==> src/rtl/ps2_event_rx.sv <==
`timescale 1ns/1ps
// Event queue for decoded PS/2 key events; first-word-fall-through, head reads 0 when empty.
// Latency: a push is visible at the head the cycle after it is written.
// Backpressure: pop only while ready; a push into a full queue is dropped and flagged unless a pop frees a slot.
module ps2_event_fifo #(
    parameter int W  = 10,
    parameter int AW = 4
) (
    input  logic          clk,
    input  logic          rst_n,
    input  logic          push_vld,
    input  logic [W-1:0]  push_dat,
    input  logic          pop_rdy,
    output logic          head_vld,
    output logic [W-1:0]  head_dat,
    output logic [AW:0]   level,
    output logic          overflow
);
    localparam int DEPTH = 1 << AW;

    logic [W-1:0]  mem_q [DEPTH];
    logic [W-1:0]  mem_d [DEPTH];
    logic [AW-1:0] wr_ptr_q, wr_ptr_d, rd_ptr_q, rd_ptr_d;
    logic [AW:0]   cnt_q, cnt_d;
    logic          ovf_q, ovf_d;
    logic          empty, full, do_pop, do_push;

    always_comb begin
        empty    = (cnt_q == '0);
        full     = (cnt_q == (AW+1)'(DEPTH));
        do_pop   = pop_rdy & ~empty;
        do_push  = push_vld & (~full | do_pop);
        mem_d    = mem_q;
        wr_ptr_d = wr_ptr_q;
        rd_ptr_d = rd_ptr_q;
        if (do_push) begin
            mem_d[wr_ptr_q] = push_dat;
            wr_ptr_d        = wr_ptr_q + 1'b1;
        end
        if (do_pop) begin
            rd_ptr_d = rd_ptr_q + 1'b1;
        end
        cnt_d = cnt_q + (AW+1)'(do_push) - (AW+1)'(do_pop);
        ovf_d = push_vld & ~do_push;
    end

    always_ff @(posedge clk or negedge rst_n) begin
        if (!rst_n) begin
            mem_q    <= '{default: '0};
            wr_ptr_q <= '0;
            rd_ptr_q <= '0;
            cnt_q    <= '0;
            ovf_q    <= 1'b0;
        end else begin
            mem_q    <= mem_d;
            wr_ptr_q <= wr_ptr_d;
            rd_ptr_q <= rd_ptr_d;
            cnt_q    <= cnt_d;
            ovf_q    <= ovf_d;
        end
    end

    assign head_vld = ~empty;
    assign head_dat = empty ? '0 : mem_q[rd_ptr_q];
    assign level    = cnt_q;
    assign overflow = ovf_q;
endmodule

// PS/2 device-to-host receiver: filters the lines, frames bytes, folds E0/F0 prefixes into key events.
// Latency: event pushed 1 cycle after the stop-bit fall strobe, ev_valid one cycle later.
// Backpressure: events queue until ev_ready; when the queue is full new events are dropped with overflow.
module ps2_event_rx #(
    parameter int CLK_HZ     = 50000000,
    parameter int FILTER_LEN = 8,
    parameter int TIMEOUT_US = 2000,
    parameter int FIFO_AW    = 4
) (
    input  logic               sys_clk,
    input  logic               sys_rst_n,
    input  logic               ps2_clk,
    input  logic               ps2_data,
    output logic               ev_valid,
    input  logic               ev_ready,
    output logic [7:0]         ev_code,
    output logic               ev_extended,
    output logic               ev_break,
    output logic [FIFO_AW:0]   fifo_level,
    output logic               overflow,
    output logic               parity_err,
    output logic               frame_err
);
    localparam logic [31:0] TO_CYC    = 32'(CLK_HZ / 1000000 * TIMEOUT_US);
    localparam logic [7:0]  FILT_LAST = 8'(FILTER_LEN - 1);

    typedef enum logic [1:0] {IDLE, DATA, PARITY, STOP} state_t;

    // Index 1 carries the clock line, index 0 the data line.
    logic [1:0]  sync1_q, sync1_d, sync2_q, sync2_d, filt_q, filt_d;
    logic [7:0]  fcnt_q [2];
    logic [7:0]  fcnt_d [2];
    logic [1:0]  vld_sh_q, vld_sh_d;
    logic        armed_q, armed_d, fall_q, fall_d;
    state_t      state_q, state_d;
    logic [2:0]  bit_cnt_q, bit_cnt_d;
    logic [7:0]  shift_q, shift_d, byte_q, byte_d;
    logic        par_q, par_d, done_q, done_d, perr_q, perr_d, ferr_q, ferr_d;
    logic [31:0] to_cnt_q, to_cnt_d;
    logic        ext_q, ext_d, brk_q, brk_d, push;

    always_comb begin
        sync1_d  = {ps2_clk, ps2_data};
        sync2_d  = sync1_q;
        vld_sh_d = {vld_sh_q[0], 1'b1};
        filt_d   = filt_q;
        fcnt_d   = '{default: '0};
        for (int i = 0; i < 2; i++) begin
            if (sync2_q[i] != filt_q[i]) begin
                if (fcnt_q[i] == FILT_LAST) filt_d[i] = sync2_q[i];
                else                        fcnt_d[i] = fcnt_q[i] + 8'd1;
            end
        end
        // Edges count only once a genuinely synchronised high clock has been observed.
        armed_d = armed_q | (vld_sh_q[1] & sync2_q[1] & filt_q[1]);
        fall_d  = armed_q & filt_q[1] & ~filt_d[1];
    end

    always_comb begin
        state_d   = state_q;
        bit_cnt_d = bit_cnt_q;
        shift_d   = shift_q;
        par_d     = par_q;
        byte_d    = byte_q;
        done_d    = 1'b0;
        perr_d    = 1'b0;
        ferr_d    = 1'b0;
        to_cnt_d  = (state_q == IDLE || fall_q) ? '0 : to_cnt_q + 32'd1;
        if (fall_q) begin
            unique case (state_q)
                IDLE: begin
                    if (!filt_q[0]) begin
                        state_d   = DATA;
                        bit_cnt_d = '0;
                    end
                end
                DATA: begin
                    shift_d   = {filt_q[0], shift_q[7:1]};
                    bit_cnt_d = bit_cnt_q + 3'd1;
                    if (bit_cnt_q == 3'd7) state_d = PARITY;
                end
                PARITY: begin
                    par_d   = filt_q[0];
                    state_d = STOP;
                end
                STOP: begin
                    state_d = IDLE;
                    if (!(^{shift_q, par_q})) begin
                        perr_d = 1'b1;
                    end else if (!filt_q[0]) begin
                        ferr_d = 1'b1;
                    end else begin
                        done_d = 1'b1;
                        byte_d = shift_q;
                    end
                end
                default: state_d = IDLE;
            endcase
        end else if (state_q != IDLE && to_cnt_q == TO_CYC) begin
            state_d = IDLE;
            ferr_d  = 1'b1;
        end
    end

    // Prefix folding: E0/F0 only arm flags; any discarded frame forgets a pending prefix.
    always_comb begin
        ext_d = ext_q;
        brk_d = brk_q;
        push  = 1'b0;
        if (perr_q || ferr_q) begin
            ext_d = 1'b0;
            brk_d = 1'b0;
        end else if (done_q) begin
            if (byte_q == 8'hE0) begin
                ext_d = 1'b1;
            end else if (byte_q == 8'hF0) begin
                brk_d = 1'b1;
            end else begin
                push  = 1'b1;
                ext_d = 1'b0;
                brk_d = 1'b0;
            end
        end
    end

    always_ff @(posedge sys_clk or negedge sys_rst_n) begin
        if (!sys_rst_n) begin
            sync1_q   <= 2'b11;
            sync2_q   <= 2'b11;
            filt_q    <= 2'b11;
            fcnt_q    <= '{default: '0};
            vld_sh_q  <= '0;
            armed_q   <= 1'b0;
            fall_q    <= 1'b0;
            state_q   <= IDLE;
            bit_cnt_q <= '0;
            shift_q   <= '0;
            par_q     <= 1'b0;
            byte_q    <= '0;
            done_q    <= 1'b0;
            perr_q    <= 1'b0;
            ferr_q    <= 1'b0;
            to_cnt_q  <= '0;
            ext_q     <= 1'b0;
            brk_q     <= 1'b0;
        end else begin
            sync1_q   <= sync1_d;
            sync2_q   <= sync2_d;
            filt_q    <= filt_d;
            fcnt_q    <= fcnt_d;
            vld_sh_q  <= vld_sh_d;
            armed_q   <= armed_d;
            fall_q    <= fall_d;
            state_q   <= state_d;
            bit_cnt_q <= bit_cnt_d;
            shift_q   <= shift_d;
            par_q     <= par_d;
            byte_q    <= byte_d;
            done_q    <= done_d;
            perr_q    <= perr_d;
            ferr_q    <= ferr_d;
            to_cnt_q  <= to_cnt_d;
            ext_q     <= ext_d;
            brk_q     <= brk_d;
        end
    end

    ps2_event_fifo #(.W(10), .AW(FIFO_AW)) u_fifo (
        .clk      (sys_clk),
        .rst_n    (sys_rst_n),
        .push_vld (push),
        .push_dat ({brk_q, ext_q, byte_q}),
        .pop_rdy  (ev_ready),
        .head_vld (ev_valid),
        .head_dat ({ev_break, ev_extended, ev_code}),
        .level    (fifo_level),
        .overflow (overflow)
    );

    assign parity_err = perr_q;
    assign frame_err  = ferr_q;
endmodule

==> config.mk <==
export PLATFORM = sky130hd
export DESIGN_NAME = ps2_event_rx
export DESIGN_NICKNAME = d
export VERILOG_FILES = /design/src/rtl/ps2_event_rx.sv
export SDC_FILE = /design/constraint.sdc
export NUM_CORES = 1
export LEC_CHECK = 0
export CAP_MARGIN = 20
export CORE_UTILIZATION = 37
export CTS_BUF_LIST = sky130_fd_sc_hd__clkbuf_16
export DETAILED_ROUTE_END_ITERATION = 8
export GPL_TIMING_DRIVEN = 0
export MAX_ROUTING_LAYER = met4
export PLACE_DENSITY = 0.63
export SYNTH_ARGS = -nofsm -noshare
export SYNTH_HDL_FRONTEND = slang
export SYNTH_SLANG_ARGS = --single-unit
export TNS_END_PERCENT = 5
==> constraint.sdc <==
create_clock -name sys_clk -period 2.8 [get_ports sys_clk]
set_input_delay 0.56 -clock sys_clk [delete_from_list [all_inputs] [get_ports sys_clk]]
set_output_delay 0.56 -clock sys_clk [all_outputs]
set_load 0.01 [all_outputs]
==> flow_metrics.env <==
export IMPL_cts_made_buffers=27
export IMPL_grtUsageMet3_pct=2.015
export IMPL_pwr_share_comb_pct=19.7
export IMPL_path_clk_slew_ps=60
export IMPL_p_leak_nw=6.453
export IMPL_grt_busiest_layer="met2"
export IMPL_drcViolationCount=0
export IMPL_met1_usage_pct=21.78
export IMPL_start_util_pct=37.74
export IMPL_hold_viol_final=0
export IMPL_multiInputGateArea_um2=5568
export IMPL_syn_inst=870
export IMPL_synth_cell_types=50
export IMPL_dp_hpwl_mm=16.37
export IMPL_path_max_fanout=8
export IMPL_rsz0062_at_grt="yes"
export IMPL_crit_chain="buf_8, buf_12, buf_8, mux4_2, mux4_2, and2_4, buf_6"
export IMPL_worstSetupPathType="reg -> out"
export IMPL_first_pass_iters=4
export IMPL_clkPwrFrac_pct=36.7
export IMPL_hp_class="reg -> reg"
export IMPL_grt_usage_pct=16.08
export IMPL_area_growth_pct=15.88
export IMPL_syn_num_nets=897
export IMPL_die_y_um=184.4
export IMPL_dp_cells=1337
export IMPL_h_tree_depth=1
export IMPL_grt_first_pass_wirelength_mm=41.84
export IMPL_rows=66
export IMPL_min_period_ps=3213
export IMPL_drv_cap=0
export IMPL_fin_worst_skew_ps=14.94
export IMPL_ff_latch_area_um2=6489
export IMPL_tightest_slew_ps=853.0
export IMPL_p_sw_mw=2.509
export IMPL_numClockSinks=259
export IMPL_power_density_nw_per_um2=650.0
export IMPL_postLayoutCellArea_um2=14260
export IMPL_wl_per_cell_um=17.84
export IMPL_layout_setup_ws_ps=-412.6
export IMPL_diodes=0
export IMPL_grt_use_met2_pct=26.02
export IMPL_outcome="complete, but fails checks"
export IMPL_start_kind="flop"
export IMPL_cts_root_buf="clkbuf_16"
export IMPL_ys_ff_latch=259
export IMPL_layout_drive_gt1_share_pct=35.10
export IMPL_critPathMaxStageDelay_ps=550
export IMPL_fmax_ghz=0.3113
export IMPL_synth_common_cells="dfrtp_1, mux2_2, mux4_2"
export IMPL_cp_data_arrival_time_ps=2650
export IMPL_setup_viol=10
export IMPL_cp_end_kind="primary output"
export IMPL_ys_warn_count=0
export IMPL_grt_max_degree=122
export IMPL_antenna_found_initial=0
export IMPL_placed_area_um2=13150
export IMPL_p_int_mw=6.764
export IMPL_final_instance_count_excl_fill=1402
export IMPL_post_synth_instance_area_um2=12310
export IMPL_overflow=0
export IMPL_vdd_drop_max_mv=0.4452
export IMPL_yosys_area_top_type="dfrtp_1"
export IMPL_clock_insertion_delay_worst_skew_ps=550
export IMPL_fin_util_pct=43.73
export IMPL_cts_buffer_depth=3
export IMPL_nFillCells=2970
export IMPL_seqPwrFrac_pct=43.6
export IMPL_core_area_um2=32620
export IMPL_initialDrtViolationCount=400
export IMPL_slew_violations=0
export IMPL_synth_flop_cell="dfrtp_1"
export IMPL_slowest_stage="mux4_2"
export IMPL_synth_area_top_cells="dfrtp_1, mux2_2, mux4_2"
export IMPL_port_buffers=23
export IMPL_avgSynthCellArea_um2=14.15
export IMPL_synth_edf_count=0
export IMPL_fin_hold_ws_ps=348.0
export IMPL_avgViaCountPerCell=5.180
export IMPL_post_place_ws_ps=-622.7
export IMPL_wirelength_mm=25.01
export IMPL_grt_pass1_vias=7578
export IMPL_ant_nets=0
export IMPL_nets=966
export IMPL_die_x_um=184.4
export IMPL_synth_top_cell_area_share_pct=51.43
export IMPL_post_route_period_util_pct=114.7
export IMPL_gp_congestion=0.7695
export IMPL_slew_headroom_pct=43.14
export IMPL_cts_tree="done"
export IMPL_io_pins=24
export IMPL_die_area_um2=34010
export IMPL_yosysMostFrequentCell="dfrtp_1"
export IMPL_synth_seq_area_share_pct=52.71
export IMPL_via_count=7262
export IMPL_violations="setup timing"
export IMPL_required_ps=2240
export IMPL_swShare_pct=27.05
export IMPL_async_flop_share_pct=100.0
==> layout by cell type (no fill, tap or decap), types with 15 or more instances in the layout <==
cell type	n
ha_1	21
mux2_2	170
nand4_4	16
a21oi_1	15
nor2_1	42
nand2_1	27
xnor2_1	30
clkbuf_16	27
nand3_1	19
clkbuf_1	24
mux4_2	50
dfrtp_1	253
inv_1	32
==> path summary, 6_finish.rpt <==
kind                                        end               start  slack, ps  cells past startpoint
worst max-delay path                 ev_code[0]  u_fifo.rd_ptr_q[0]       -410                      7
worst min-delay path                vld_sh_q[1]         vld_sh_q[0]        350                      0
worst max register to register  u_fifo.level[4]     u_fifo.level[2]         60                     12
worst min register to register      vld_sh_q[1]         vld_sh_q[0]        350                      0
max in group asynchronous            shift_q[5]           sys_rst_n       1480                      3
min in group asynchronous       u_fifo.level[4]           sys_rst_n        440                      2
==> kinds of logic after synthesis <==
kind of cell               count (synthesis)  share of synthesized area [%]
muxes                                    238                          26.35
buffers and inverters                     70                          2.378
other                                      1                        0.03046
DFF                                      259                          52.71
adders and majority gates                 22                          2.297
xor gates and xnor gates                  43                          3.283
AOI/OAI and AO/OA                         40                          2.216
and+or+nand+nor                          197                          10.73
==> worst max-delay path: cells and delay by family, from the launching register on <==
family / cells / cell delay, ps
flops: 1 / 380
buf+inv: 4 / 540
mux: 2 / 1030
simple gates: 1 / 150
==> registers in the layout, indices dropped and copies added (netlist names), 2 cells and up <==
signal           count
u_fifo.wr_ptr_q      4
bit_cnt_q            3
vld_sh_q             2
sync2_q              2
shift_q              8
u_fifo.mem_q       160
filt_q               2
byte_q               8
state_q              2
sync1_q              2
u_fifo.level         5
to_cnt_q            32
u_fifo.rd_ptr_q      4
fcnt_q              16
==> metal layers <==
layer | up-vias | wire length, um
li1 | 3335 | -
met1 | 3811 | 11720
met2 | 91 | 12100
met3 | 25 | 819
met4 | 0 | 378
met5 | - | 0
==> power groups by stage <==
| stage | sequential (mW) | combinational (mW) | clock (mW) |
|---|---|---|---|
| after floorplan | 4.07 | 0.980 | 0 |
| after global placement | 4.08 | 1.43 | 0 |
| after detailed placement | 4.08 | 1.46 | 0 |
| after CTS | 4.04 | 1.87 | 3.50 |
| after global routing | 4.06 | 2.00 | 3.69 |
| final | 4.04 | 1.83 | 3.41 |
==> area by class of cell <==
type / instances / share of cell area [%]
Clock inverter: 23 / 1.114
Multi-Input combinational cell: 541 / 39.03
Inverter: 24 / 0.6315
Tap cell: 442 / 3.877
Sequential cell: 259 / 45.49
Buffer: 45 / 2.114
Clock buffer: 27 / 4.736
Timing Repair Buffer: 41 / 3.009
==> what timing repair did <==
item                                    4_1_cts  5_1_grt
hold endpoints to repair                     21        0
hold buffers                                  1        0
buffers inserted                             12        3
endpoints found under the setup margin       12       11
gates cloned                                  1        0
resized for setup                            88        7
pin swaps                                     1        5
==> per-stage QoR <==
step           power (mW)  TNS (ps)
4_1_cts             9.411     -3867
6_report            9.273     -3572
3_3_place_gp        5.513  -2607990
3_5_place_dp        5.546     -9332
5_1_grt             9.746     -4450
2_1_floorplan       5.048         0
No activity file was read; power rests on OpenSTA's default activity.
